`config.mk`:
```
export PLATFORM = sky130hd
export DESIGN_NAME = mc_controller_flat
export DESIGN_NICKNAME = d
export VERILOG_FILES = /design/src/rtl/ctrl_pkg.sv /design/src/rtl/mc_controller_if.sv /design/src/rtl/condlogic.sv /design/src/rtl/mc_controller.sv /design/src/flat_wrapper.sv
export SDC_FILE = /design/constraint.sdc
export NUM_CORES = 1
export LEC_CHECK = 0
export BUFFER_PORTS_ARGS = -buffer_cell sky130_fd_sc_hd__buf_4
export CAP_MARGIN = 20
export CORE_ASPECT_RATIO = 1.5
export CORE_MARGIN = 2
export CORE_UTILIZATION = 45
export DETAILED_ROUTE_END_ITERATION = 6
export PLACE_DENSITY = 0.89
export SETUP_SLACK_MARGIN = 0.02
export SLEW_MARGIN = 5
export SYNTH_ARGS = -nofsm -noshare
export SYNTH_HDL_FRONTEND = slang
export SYNTH_SLANG_ARGS = --single-unit
```
`constraint.sdc`:
```
create_clock -name clk -period 2.3 [get_ports clk]
set_input_delay 0.23 -clock clk [delete_from_list [all_inputs] [get_ports clk]]
set_output_delay 0.23 -clock clk [all_outputs]
set_load 0.005 [all_outputs]
```
`src/rtl/ctrl_pkg.sv`:
```
// Shared encodings for the multicycle ARM control unit: FSM states, datapath
// select codes, ALU operations and condition codes.
package ctrl_pkg;

   typedef enum logic [3:0] {
      S_FETCH  = 4'd0,
      S_DECODE = 4'd1,
      S_MEMADR = 4'd2,
      S_MEMRD  = 4'd3,
      S_MEMWB  = 4'd4,
      S_MEMWR  = 4'd5,
      S_EXECR  = 4'd6,
      S_EXECI  = 4'd7,
      S_ALUWB  = 4'd8,
      S_BRANCH = 4'd9,
      S_MULEX  = 4'd10,
      S_MULWB  = 4'd11
   } state_t;

   localparam logic [2:0] ALU_ADD   = 3'b000;
   localparam logic [2:0] ALU_SUB   = 3'b001;
   localparam logic [2:0] ALU_AND   = 3'b010;
   localparam logic [2:0] ALU_ORR   = 3'b011;
   localparam logic [2:0] ALU_MUL   = 3'b100;
   localparam logic [2:0] ALU_UMULL = 3'b101;
   localparam logic [2:0] ALU_SMULL = 3'b110;

   localparam logic [1:0] RES_ALUOUT    = 2'b00;
   localparam logic [1:0] RES_DATA      = 2'b01;
   localparam logic [1:0] RES_ALURESULT = 2'b10;

   localparam logic [1:0] SRCA_REG = 2'b00;
   localparam logic [1:0] SRCA_PC  = 2'b01;

   localparam logic [1:0] SRCB_REG  = 2'b00;
   localparam logic [1:0] SRCB_IMM  = 2'b01;
   localparam logic [1:0] SRCB_FOUR = 2'b10;

   localparam logic [1:0] IMM_8   = 2'b00;
   localparam logic [1:0] IMM_12  = 2'b01;
   localparam logic [1:0] IMM_BR  = 2'b10;

   localparam logic [3:0] COND_EQ = 4'b0000;
   localparam logic [3:0] COND_NE = 4'b0001;
   localparam logic [3:0] COND_CS = 4'b0010;
   localparam logic [3:0] COND_CC = 4'b0011;
   localparam logic [3:0] COND_MI = 4'b0100;
   localparam logic [3:0] COND_PL = 4'b0101;
   localparam logic [3:0] COND_VS = 4'b0110;
   localparam logic [3:0] COND_VC = 4'b0111;
   localparam logic [3:0] COND_HI = 4'b1000;
   localparam logic [3:0] COND_LS = 4'b1001;
   localparam logic [3:0] COND_GE = 4'b1010;
   localparam logic [3:0] COND_LT = 4'b1011;
   localparam logic [3:0] COND_GT = 4'b1100;
   localparam logic [3:0] COND_LE = 4'b1101;
   localparam logic [3:0] COND_AL = 4'b1110;

   // nzcv ordered {N,Z,C,V}; 1111 never executes
   function automatic logic cond_holds(input logic [3:0] cond, input logic [3:0] nzcv);
      logic n, z, c, v, res;
      {n, z, c, v} = nzcv;
      case (cond)
         COND_EQ: res = z;
         COND_NE: res = ~z;
         COND_CS: res = c;
         COND_CC: res = ~c;
         COND_MI: res = n;
         COND_PL: res = ~n;
         COND_VS: res = v;
         COND_VC: res = ~v;
         COND_HI: res = c & ~z;
         COND_LS: res = ~c | z;
         COND_GE: res = (n == v);
         COND_LT: res = (n != v);
         COND_GT: res = ~z & (n == v);
         COND_LE: res = z | (n != v);
         COND_AL: res = 1'b1;
         default: res = 1'b0;
      endcase
      return res;
   endfunction

endpackage

```
`src/rtl/mc_controller_if.sv`:
```
// Controller <-> datapath bundle: instruction/flags in, selects and enables out.
// master = control unit side, slave = datapath side.
interface mc_controller_if;
   logic [31:0] Instr;
   logic [3:0]  ALUFlags;
   logic        PCWrite;
   logic        MemWrite;
   logic        RegWrite;
   logic        IRWrite;
   logic        AdrSrc;
   logic [1:0]  RegSrc;
   logic [1:0]  ALUSrcA;
   logic [1:0]  ALUSrcB;
   logic [1:0]  ResultSrc;
   logic [1:0]  ImmSrc;
   logic [2:0]  ALUControl;
   logic        RegSrc64b;
   logic        Sel64b;

   modport master (
      input  Instr, ALUFlags,
      output PCWrite, MemWrite, RegWrite, IRWrite, AdrSrc, RegSrc,
             ALUSrcA, ALUSrcB, ResultSrc, ImmSrc, ALUControl, RegSrc64b, Sel64b
   );

   modport slave (
      output Instr, ALUFlags,
      input  PCWrite, MemWrite, RegWrite, IRWrite, AdrSrc, RegSrc,
             ALUSrcA, ALUSrcB, ResultSrc, ImmSrc, ALUControl, RegSrc64b, Sel64b
   );
endinterface

```
`src/rtl/condlogic.sv`:
```
// NZCV flags register and condition evaluation. Flag writes are requested by
// the FSM and only land when the instruction's condition holds.
module condlogic (
   input  logic       clk,
   input  logic       reset,
   input  logic [3:0] cond_i,
   input  logic [3:0] alu_flags_i,
   input  logic       flag_wr_nz_i,
   input  logic       flag_wr_cv_i,
   output logic       cond_ex_o
);
   import ctrl_pkg::*;

   logic [3:0] flags_q;
   logic [3:0] flags_d;

   assign cond_ex_o = cond_holds(cond_i, flags_q);

   always_comb begin
      flags_d = flags_q;
      if (cond_ex_o && flag_wr_nz_i) flags_d[3:2] = alu_flags_i[3:2];
      if (cond_ex_o && flag_wr_cv_i) flags_d[1:0] = alu_flags_i[1:0];
   end

   always_ff @(posedge clk or negedge reset) begin
      if (!reset) flags_q <= 4'b0000;
      else        flags_q <= flags_d;
   end

endmodule

```
`src/rtl/mc_controller.sv`:
```
// Multicycle ARM control unit with 32/64-bit multiply. Define MULL_EN to
// enable UMULL/SMULL; otherwise long-multiply encodings decode as undefined.
//
// state  | meaning
// FETCH  | load IR, PC <= PC+4
// DECODE | read registers, classify instruction
// MEMADR | compute load/store address
// MEMRD  | read memory at computed address
// MEMWB  | write loaded data to register file
// MEMWR  | write register to memory
// EXECR  | data-processing, register operand
// EXECI  | data-processing, immediate operand
// ALUWB  | write ALU result (to PC when Rd is R15)
// BRANCH | PC <= PC+8+offset if condition holds
// MULEX  | multiply with remapped register fields
// MULWB  | write 32-bit product or 64-bit {RdHi,RdLo}
module mc_controller (
   input logic            clk,
   input logic            reset,
   mc_controller_if.master bus
);
   import ctrl_pkg::*;

   logic [1:0] op;
   logic [5:0] funct;
   logic [3:0] rd;
   logic [3:0] cond;
   logic       is_mul;
   logic       mul_ok;
   logic [2:0] dp_alu_ctl;
   logic [2:0] mul_alu_ctl;
   logic       cond_ex;
   logic       flag_wr_nz;
   logic       flag_wr_cv;
   logic       unused_instr;

   state_t     state_q, state_d;
   logic       pc_wr_fetch_q;
   logic       pc_wr_cond_q;
   logic       ir_write_q;
   logic       reg_write_q;
   logic       mem_write_q;
   logic       adr_src_q;
   logic [1:0] alu_src_a_q;
   logic [1:0] alu_src_b_q;
   logic [1:0] result_src_q;
   logic [2:0] alu_ctl_q;
   logic       reg_src_64b_q;

   assign op    = bus.Instr[27:26];
   assign funct = bus.Instr[25:20];
   assign rd    = bus.Instr[15:12];
   assign cond  = bus.Instr[31:28];

   assign unused_instr = ^{bus.Instr[19:16], bus.Instr[11:8], bus.Instr[3:0]};

   assign is_mul = (op == 2'b00) && (bus.Instr[25:24] == 2'b00) && (bus.Instr[7:4] == 4'b1001);

`ifdef MULL_EN
   logic sel_64b_q;
   assign mul_ok      = is_mul;
   assign mul_alu_ctl = bus.Instr[23] ? (bus.Instr[22] ? ALU_SMULL : ALU_UMULL) : ALU_MUL;
   assign bus.Sel64b  = sel_64b_q;
`else
   assign mul_ok      = is_mul & ~bus.Instr[23];
   assign mul_alu_ctl = ALU_MUL;
   assign bus.Sel64b  = 1'b0;
`endif

   always_comb begin
      case (funct[4:1])
         4'b0100: dp_alu_ctl = ALU_ADD;
         4'b0010: dp_alu_ctl = ALU_SUB;
         4'b0000: dp_alu_ctl = ALU_AND;
         4'b1100: dp_alu_ctl = ALU_ORR;
         default: dp_alu_ctl = ALU_ADD;
      endcase
   end

   always_comb begin
      case (op)
         2'b00:   bus.ImmSrc = IMM_8;
         2'b01:   bus.ImmSrc = IMM_12;
         2'b10:   bus.ImmSrc = IMM_BR;
         default: bus.ImmSrc = IMM_8;
      endcase
      case (op)
         2'b01:   bus.RegSrc = 2'b10;
         2'b10:   bus.RegSrc = 2'b01;
         default: bus.RegSrc = 2'b00;
      endcase
   end

   always_comb begin
      state_d = state_q;
      case (state_q)
         S_FETCH:  state_d = S_DECODE;
         S_DECODE: begin
            if (is_mul)           state_d = mul_ok ? S_MULEX : S_FETCH;
            else if (op == 2'b00) state_d = funct[5] ? S_EXECI : S_EXECR;
            else if (op == 2'b01) state_d = S_MEMADR;
            else if (op == 2'b10) state_d = S_BRANCH;
            else                  state_d = S_FETCH;
         end
         S_MEMADR: state_d = funct[0] ? S_MEMRD : S_MEMWR;
         S_MEMRD:  state_d = S_MEMWB;
         S_EXECR:  state_d = S_ALUWB;
         S_EXECI:  state_d = S_ALUWB;
         S_MULEX:  state_d = S_MULWB;
         default:  state_d = S_FETCH;
      endcase
   end

   // Outputs are registered from the next state; only CondEx gating is combinational.
   always_ff @(posedge clk or negedge reset) begin
      if (!reset) begin
         state_q       <= S_FETCH;
         pc_wr_fetch_q <= 1'b1;
         ir_write_q    <= 1'b1;
         pc_wr_cond_q  <= 1'b0;
         reg_write_q   <= 1'b0;
         mem_write_q   <= 1'b0;
         adr_src_q     <= 1'b0;
         alu_src_a_q   <= SRCA_PC;
         alu_src_b_q   <= SRCB_FOUR;
         result_src_q  <= RES_ALURESULT;
         alu_ctl_q     <= ALU_ADD;
         reg_src_64b_q <= 1'b0;
`ifdef MULL_EN
         sel_64b_q     <= 1'b0;
`endif
      end else begin
         state_q       <= state_d;
         pc_wr_fetch_q <= 1'b0;
         ir_write_q    <= 1'b0;
         pc_wr_cond_q  <= 1'b0;
         reg_write_q   <= 1'b0;
         mem_write_q   <= 1'b0;
         adr_src_q     <= 1'b0;
         alu_src_a_q   <= SRCA_REG;
         alu_src_b_q   <= SRCB_REG;
         result_src_q  <= RES_ALUOUT;
         alu_ctl_q     <= ALU_ADD;
         reg_src_64b_q <= 1'b0;
`ifdef MULL_EN
         sel_64b_q     <= 1'b0;
`endif
         case (state_d)
            S_FETCH: begin
               pc_wr_fetch_q <= 1'b1;
               ir_write_q    <= 1'b1;
               alu_src_a_q   <= SRCA_PC;
               alu_src_b_q   <= SRCB_FOUR;
               result_src_q  <= RES_ALURESULT;
            end
            S_DECODE: begin
               alu_src_a_q  <= SRCA_PC;
               alu_src_b_q  <= SRCB_FOUR;
               result_src_q <= RES_ALURESULT;
            end
            S_MEMADR: alu_src_b_q <= SRCB_IMM;
            S_MEMRD:  adr_src_q   <= 1'b1;
            S_MEMWB: begin
               result_src_q <= RES_DATA;
               reg_write_q  <= 1'b1;
            end
            S_MEMWR: begin
               adr_src_q   <= 1'b1;
               mem_write_q <= 1'b1;
            end
            S_EXECR: alu_ctl_q <= dp_alu_ctl;
            S_EXECI: begin
               alu_src_b_q <= SRCB_IMM;
               alu_ctl_q   <= dp_alu_ctl;
            end
            S_ALUWB: begin
               reg_write_q  <= 1'b1;
               pc_wr_cond_q <= (rd == 4'd15);
            end
            S_BRANCH: begin
               alu_src_b_q  <= SRCB_IMM;
               result_src_q <= RES_ALURESULT;
               pc_wr_cond_q <= 1'b1;
            end
            S_MULEX: begin
               reg_src_64b_q <= 1'b1;
               alu_ctl_q     <= mul_alu_ctl;
            end
            S_MULWB: begin
               reg_src_64b_q <= 1'b1;
               reg_write_q   <= 1'b1;
`ifdef MULL_EN
               sel_64b_q     <= bus.Instr[23];
`endif
            end
            default: ;
         endcase
      end
   end

   assign flag_wr_nz = ((state_q == S_EXECR) || (state_q == S_EXECI) || (state_q == S_MULEX))
                       && funct[0];
   assign flag_wr_cv = flag_wr_nz && ((alu_ctl_q == ALU_ADD) || (alu_ctl_q == ALU_SUB));

   condlogic u_cond (
      .clk          (clk),
      .reset        (reset),
      .cond_i       (cond),
      .alu_flags_i  (bus.ALUFlags),
      .flag_wr_nz_i (flag_wr_nz),
      .flag_wr_cv_i (flag_wr_cv),
      .cond_ex_o    (cond_ex)
   );

   // Enables are held off combinationally while reset is low so nothing is written.
   assign bus.PCWrite    = reset & (pc_wr_fetch_q | (pc_wr_cond_q & cond_ex));
   assign bus.IRWrite    = reset & ir_write_q;
   assign bus.RegWrite   = reset & reg_write_q & cond_ex;
   assign bus.MemWrite   = reset & mem_write_q & cond_ex;
   assign bus.AdrSrc     = adr_src_q;
   assign bus.ALUSrcA    = alu_src_a_q;
   assign bus.ALUSrcB    = alu_src_b_q;
   assign bus.ResultSrc  = result_src_q;
   assign bus.ALUControl = alu_ctl_q;
   assign bus.RegSrc64b  = reg_src_64b_q;

endmodule

```
`src/flat_wrapper.sv`:
```
// flat-port wrapper written by rule: the top's interface ports become plain ports
module mc_controller_flat import ctrl_pkg::*;
  (clk, reset, bus_Instr, bus_ALUFlags, bus_PCWrite, bus_MemWrite, bus_RegWrite, bus_IRWrite, bus_AdrSrc, bus_RegSrc, bus_ALUSrcA, bus_ALUSrcB, bus_ResultSrc, bus_ImmSrc, bus_ALUControl, bus_RegSrc64b, bus_Sel64b);
  mc_controller_if bus_i ();
  input logic clk;
  input logic reset;
  input wire logic [$bits(bus_i.Instr)-1:0] bus_Instr;
  input wire logic [$bits(bus_i.ALUFlags)-1:0] bus_ALUFlags;
  output wire logic [$bits(bus_i.PCWrite)-1:0] bus_PCWrite;
  output wire logic [$bits(bus_i.MemWrite)-1:0] bus_MemWrite;
  output wire logic [$bits(bus_i.RegWrite)-1:0] bus_RegWrite;
  output wire logic [$bits(bus_i.IRWrite)-1:0] bus_IRWrite;
  output wire logic [$bits(bus_i.AdrSrc)-1:0] bus_AdrSrc;
  output wire logic [$bits(bus_i.RegSrc)-1:0] bus_RegSrc;
  output wire logic [$bits(bus_i.ALUSrcA)-1:0] bus_ALUSrcA;
  output wire logic [$bits(bus_i.ALUSrcB)-1:0] bus_ALUSrcB;
  output wire logic [$bits(bus_i.ResultSrc)-1:0] bus_ResultSrc;
  output wire logic [$bits(bus_i.ImmSrc)-1:0] bus_ImmSrc;
  output wire logic [$bits(bus_i.ALUControl)-1:0] bus_ALUControl;
  output wire logic [$bits(bus_i.RegSrc64b)-1:0] bus_RegSrc64b;
  output wire logic [$bits(bus_i.Sel64b)-1:0] bus_Sel64b;
  assign bus_i.Instr = bus_Instr;
  assign bus_i.ALUFlags = bus_ALUFlags;
  assign bus_PCWrite = bus_i.PCWrite;
  assign bus_MemWrite = bus_i.MemWrite;
  assign bus_RegWrite = bus_i.RegWrite;
  assign bus_IRWrite = bus_i.IRWrite;
  assign bus_AdrSrc = bus_i.AdrSrc;
  assign bus_RegSrc = bus_i.RegSrc;
  assign bus_ALUSrcA = bus_i.ALUSrcA;
  assign bus_ALUSrcB = bus_i.ALUSrcB;
  assign bus_ResultSrc = bus_i.ResultSrc;
  assign bus_ImmSrc = bus_i.ImmSrc;
  assign bus_ALUControl = bus_i.ALUControl;
  assign bus_RegSrc64b = bus_i.RegSrc64b;
  assign bus_Sel64b = bus_i.Sel64b;
  mc_controller u_core (.clk(clk), .reset(reset), .bus(bus_i));
endmodule
```
==> flow_metrics.env <==
export IMPL_yosysMostFrequentCell="dfrtp_1"
export IMPL_finalInstanceArea_mm2=0.001565
export IMPL_area_growth_pct=34.08
export IMPL_grt_pass1_wl_um=4229
export IMPL_status="finished clean"
export IMPL_clk_latency_ns=0.32
export IMPL_io_pins=58
export IMPL_ys_top_cells_by_count="dfrtp_1 (18), nor2_1 (15), nand2_1 (9), inv_1 (7), nor3_1 (7)"
export IMPL_yosysTopAreaCellShare_pct=38.59
export IMPL_cap_violations=0
export IMPL_initial_core_util_pct=47.65
export IMPL_antenna_cells=0
export IMPL_yosysSeqAreaShare_pct=47.59
export IMPL_grt_use_met2_pct=37.32
export IMPL_min_to="u_core.bus.ALUControl[1]"
export IMPL_synthArstFlopShare_pct=100.0
export IMPL_power_density_mw_per_mm2=898.3
export IMPL_syn_inst=117
export IMPL_arrival_ns=2.05
export IMPL_p_sw_share_pct=35.97
export IMPL_dieHeight_um=66.38
export IMPL_min_from="bus_Instr[21]"
export IMPL_start_kind="flip-flop"
export IMPL_routed_via_density=5.677
export IMPL_track_usage_pct=20.00
export IMPL_stdcell_count=186
export IMPL_place_area_mm2=0.001478
export IMPL_ys_warnings_count=0
export IMPL_cts_max_level=1
export IMPL_synth_area_leader_cell="dfrtp_1"
export IMPL_cts_buffers=3
export IMPL_critPathKind="reg -> out"
export IMPL_setup_viol=0
export IMPL_cts_tree="yes"
export IMPL_io_buffers=43
export IMPL_maxSlewHeadroom_pct=60.38
export IMPL_slowest_delay_ns=0.45
export IMPL_rrSetupSlack_ns=0.04
export IMPL_hold_class="in -> reg"
export IMPL_fin_util_pct=63.89
export IMPL_rows=22
export IMPL_holdPathStages=2
export IMPL_drive_gt1_share_pct=37.04
export IMPL_final_min_clock_period_ns=2.285
export IMPL_cp_slowest_cell="dfrtp_1"
export IMPL_synthDistinctLibCells=42
export IMPL_synth_seq_cells=22
export IMPL_wl_um=2692
export IMPL_grt_busiest_layer="met2"
export IMPL_path_clk_slew_ns=0.12
export IMPL_path_max_fanout=4
export IMPL_grt_pass1_vias=1024
export IMPL_hold_viol=0
export IMPL_cts_sink_count=22
export IMPL_vdd_drop_max_uv=467.8
export IMPL_use_met3_pct=3.552
export IMPL_avgSynthCellArea_um2=9.978
export IMPL_clock_root_buffer="clkbuf_4"
export IMPL_met1_usage_pct=17.93
export IMPL_grt_max_degree=27
export IMPL_place_inst=178
export IMPL_antenna_found_initial=0
export IMPL_dieArea_mm2=0.003026
export IMPL_clock_skew_ns=0.01526
export IMPL_reg2reg_to="u_core.u_cond.flags_q[3]"
export IMPL_internal_power_uw=900.3
export IMPL_drc=0
export IMPL_cp_cell_sequence="o211a_1 -> a311oi_1 -> o31ai_1 -> a221oi_4 -> nor2_1 -> buf_4"
export IMPL_drt_pass1_iter_count=4
export IMPL_cts_buffer_depth=2
export IMPL_worst_slew_pin_slew_ns=0.5897
export IMPL_fmax_ghz=0.4376
export IMPL_rsz0062_at_grt="yes"
export IMPL_crit_path_end_kind="primary output"
export IMPL_fin_crit_sh_pct=99.35
export IMPL_grt_remaining_overflow=0
export IMPL_nNetsFinal=201
export IMPL_drt_initial_drc_count=13
export IMPL_synth_edf_count=0
export IMPL_antenna_left=0
export IMPL_reg2regPathDepth=8
export IMPL_die_x_um=45.59
export IMPL_worst_slack_ns=0.01502
export IMPL_syn_area_mm2=0.001167
export IMPL_seq_power_share_pct=45.5
export IMPL_p_leak_uw=0.0007611
export IMPL_num_vias=1056
export IMPL_preCtsSetupSlack_ns=0.07014
export IMPL_final_max_slew_viol_count=0
export IMPL_dp_hpwl_um=2110
export IMPL_reg2reg_from="u_core.u_cond.flags_q[0]"
export IMPL_synth_area_leaders="dfrtp_1 (39%), dfstp_2 (9.0%), nor2_1 (4.8%)"
export IMPL_combPwrFrac_pct=41.4
export IMPL_power_frac_clock_pct=13.2
export IMPL_synth_ff_type="dfrtp_1"
export IMPL_required_ns=2.07
export IMPL_routabilityCongestion=0.8798
export IMPL_core_mm2=0.002450
export IMPL_wl_per_cell_um=14.47
export IMPL_hold_ws_ns=0.05118
export IMPL_power_switching_uw=505.8
==> placed cells by master (no fill, tap or decap), types with 2 or more instances in the layout <==
cell,netlist,routed
nand2_1,9,9
a311oi_1,2,2
nor3_1,7,6
nor3b_1,2,2
buf_4,5,46
conb_1,1,2
nor4b_1,3,3
o21bai_1,2,2
dfrtp_1,18,17
o22ai_1,2,2
nor2_1,15,15
inv_1,7,7
nor2b_1,4,4
xor2_1,2,2
mux2_1,4,4
o31ai_1,2,2
a31oi_1,2,2
dfstp_2,4,4
a21oi_1,2,2
clkbuf_4,0,3
nand4bb_1,2,2
==> sequential cells by signal, summed over array words and instances, names as in the netlist, 2 cells and up <==
register	flops
u_core.state_q	4
u_core.u_cond.flags_q	4
u_core.bus.ALUControl	3
u_core.bus.ALUSrcB	2
u_core.bus.ResultSrc	2
==> worst max-delay path: cells and delay by family, from the launching register on <==
kind	cells	cell delay, ns
AOI/OAI and AO/OA	4	1.04
DFF	1	0.45
buffers and inverters	1	0.14
and+or+nand+nor	1	0.10
==> layout make-up <==
| class | count | area (µm²) |
|---|---|---|
| fill | 197 | 884.6 |
| multi-input combinational | 82 | 570.5 |
| sequential | 22 | 556.8 |
| timing repair buffer | 47 | 355.3 |
| tap | 24 | 30.03 |
| clock buffer | 4 | 26.28 |
| inverter | 7 | 26.28 |
==> metal layers <==
metal | vias to the layer above | routed length [µm]
li1 | 503 | -
met1 | 506 | 880
met2 | 38 | 1578
met3 | 9 | 136
met4 | 0 | 97
met5 | - | 0
==> worst max path at each step <==
stage,cells after the start,endpoint,startpoint
after detailed placement,6,u_core.u_cond.flags_q[1],u_core.u_cond.flags_q[3]
after floorplan,6,u_core.u_cond.flags_q[0],u_core.u_cond.flags_q[3]
final,6,bus_MemWrite,u_core.u_cond.flags_q[0]
after global routing,6,bus_PCWrite,u_core.u_cond.flags_q[0]
after CTS,6,bus_MemWrite,u_core.u_cond.flags_q[0]
after global placement,6,u_core.u_cond.flags_q[1],u_core.u_cond.flags_q[3]
==> logic make-up (layout without fill, tap and decap cells) <==
family	count (synthesis)	in the layout	share of synthesized area, %
flops	22	22	47.59
buf+inv	14	58	6.217
simple gates	53	53	25.08
mux	5	5	4.716
other cells	1	2	0.3212
xor+xnor	3	3	2.251
compound gates	19	19	13.83
==> through the flow <==
step	setup TNS (ns)	power (µW)
global placement	0	1132
finish	0	1406
floorplan	0	943.6
detailed placement	0	1175
global route	-0.3178	1509
CTS	0	1388
==> what timing repair did <==
action | CTS | global route
hold buffers | 1 | 0
pin swaps | 5 | 1
resized for setup | 2 | 3
hold endpoints to repair | 18 | 0
setup buffers | 2 | 1
endpoints found under the setup margin | 3 | 5
==> power groups by stage <==
stage               clock network (µW)  logic, µW  registers, µW
floorplan                            0        326            618
global placement                     0        506            626
detailed placement                   0        534            641
CTS                                185        565            638
global route                       212        642            656
finish                             185        582            639
No activity file was read; power rests on OpenSTA's default activity.
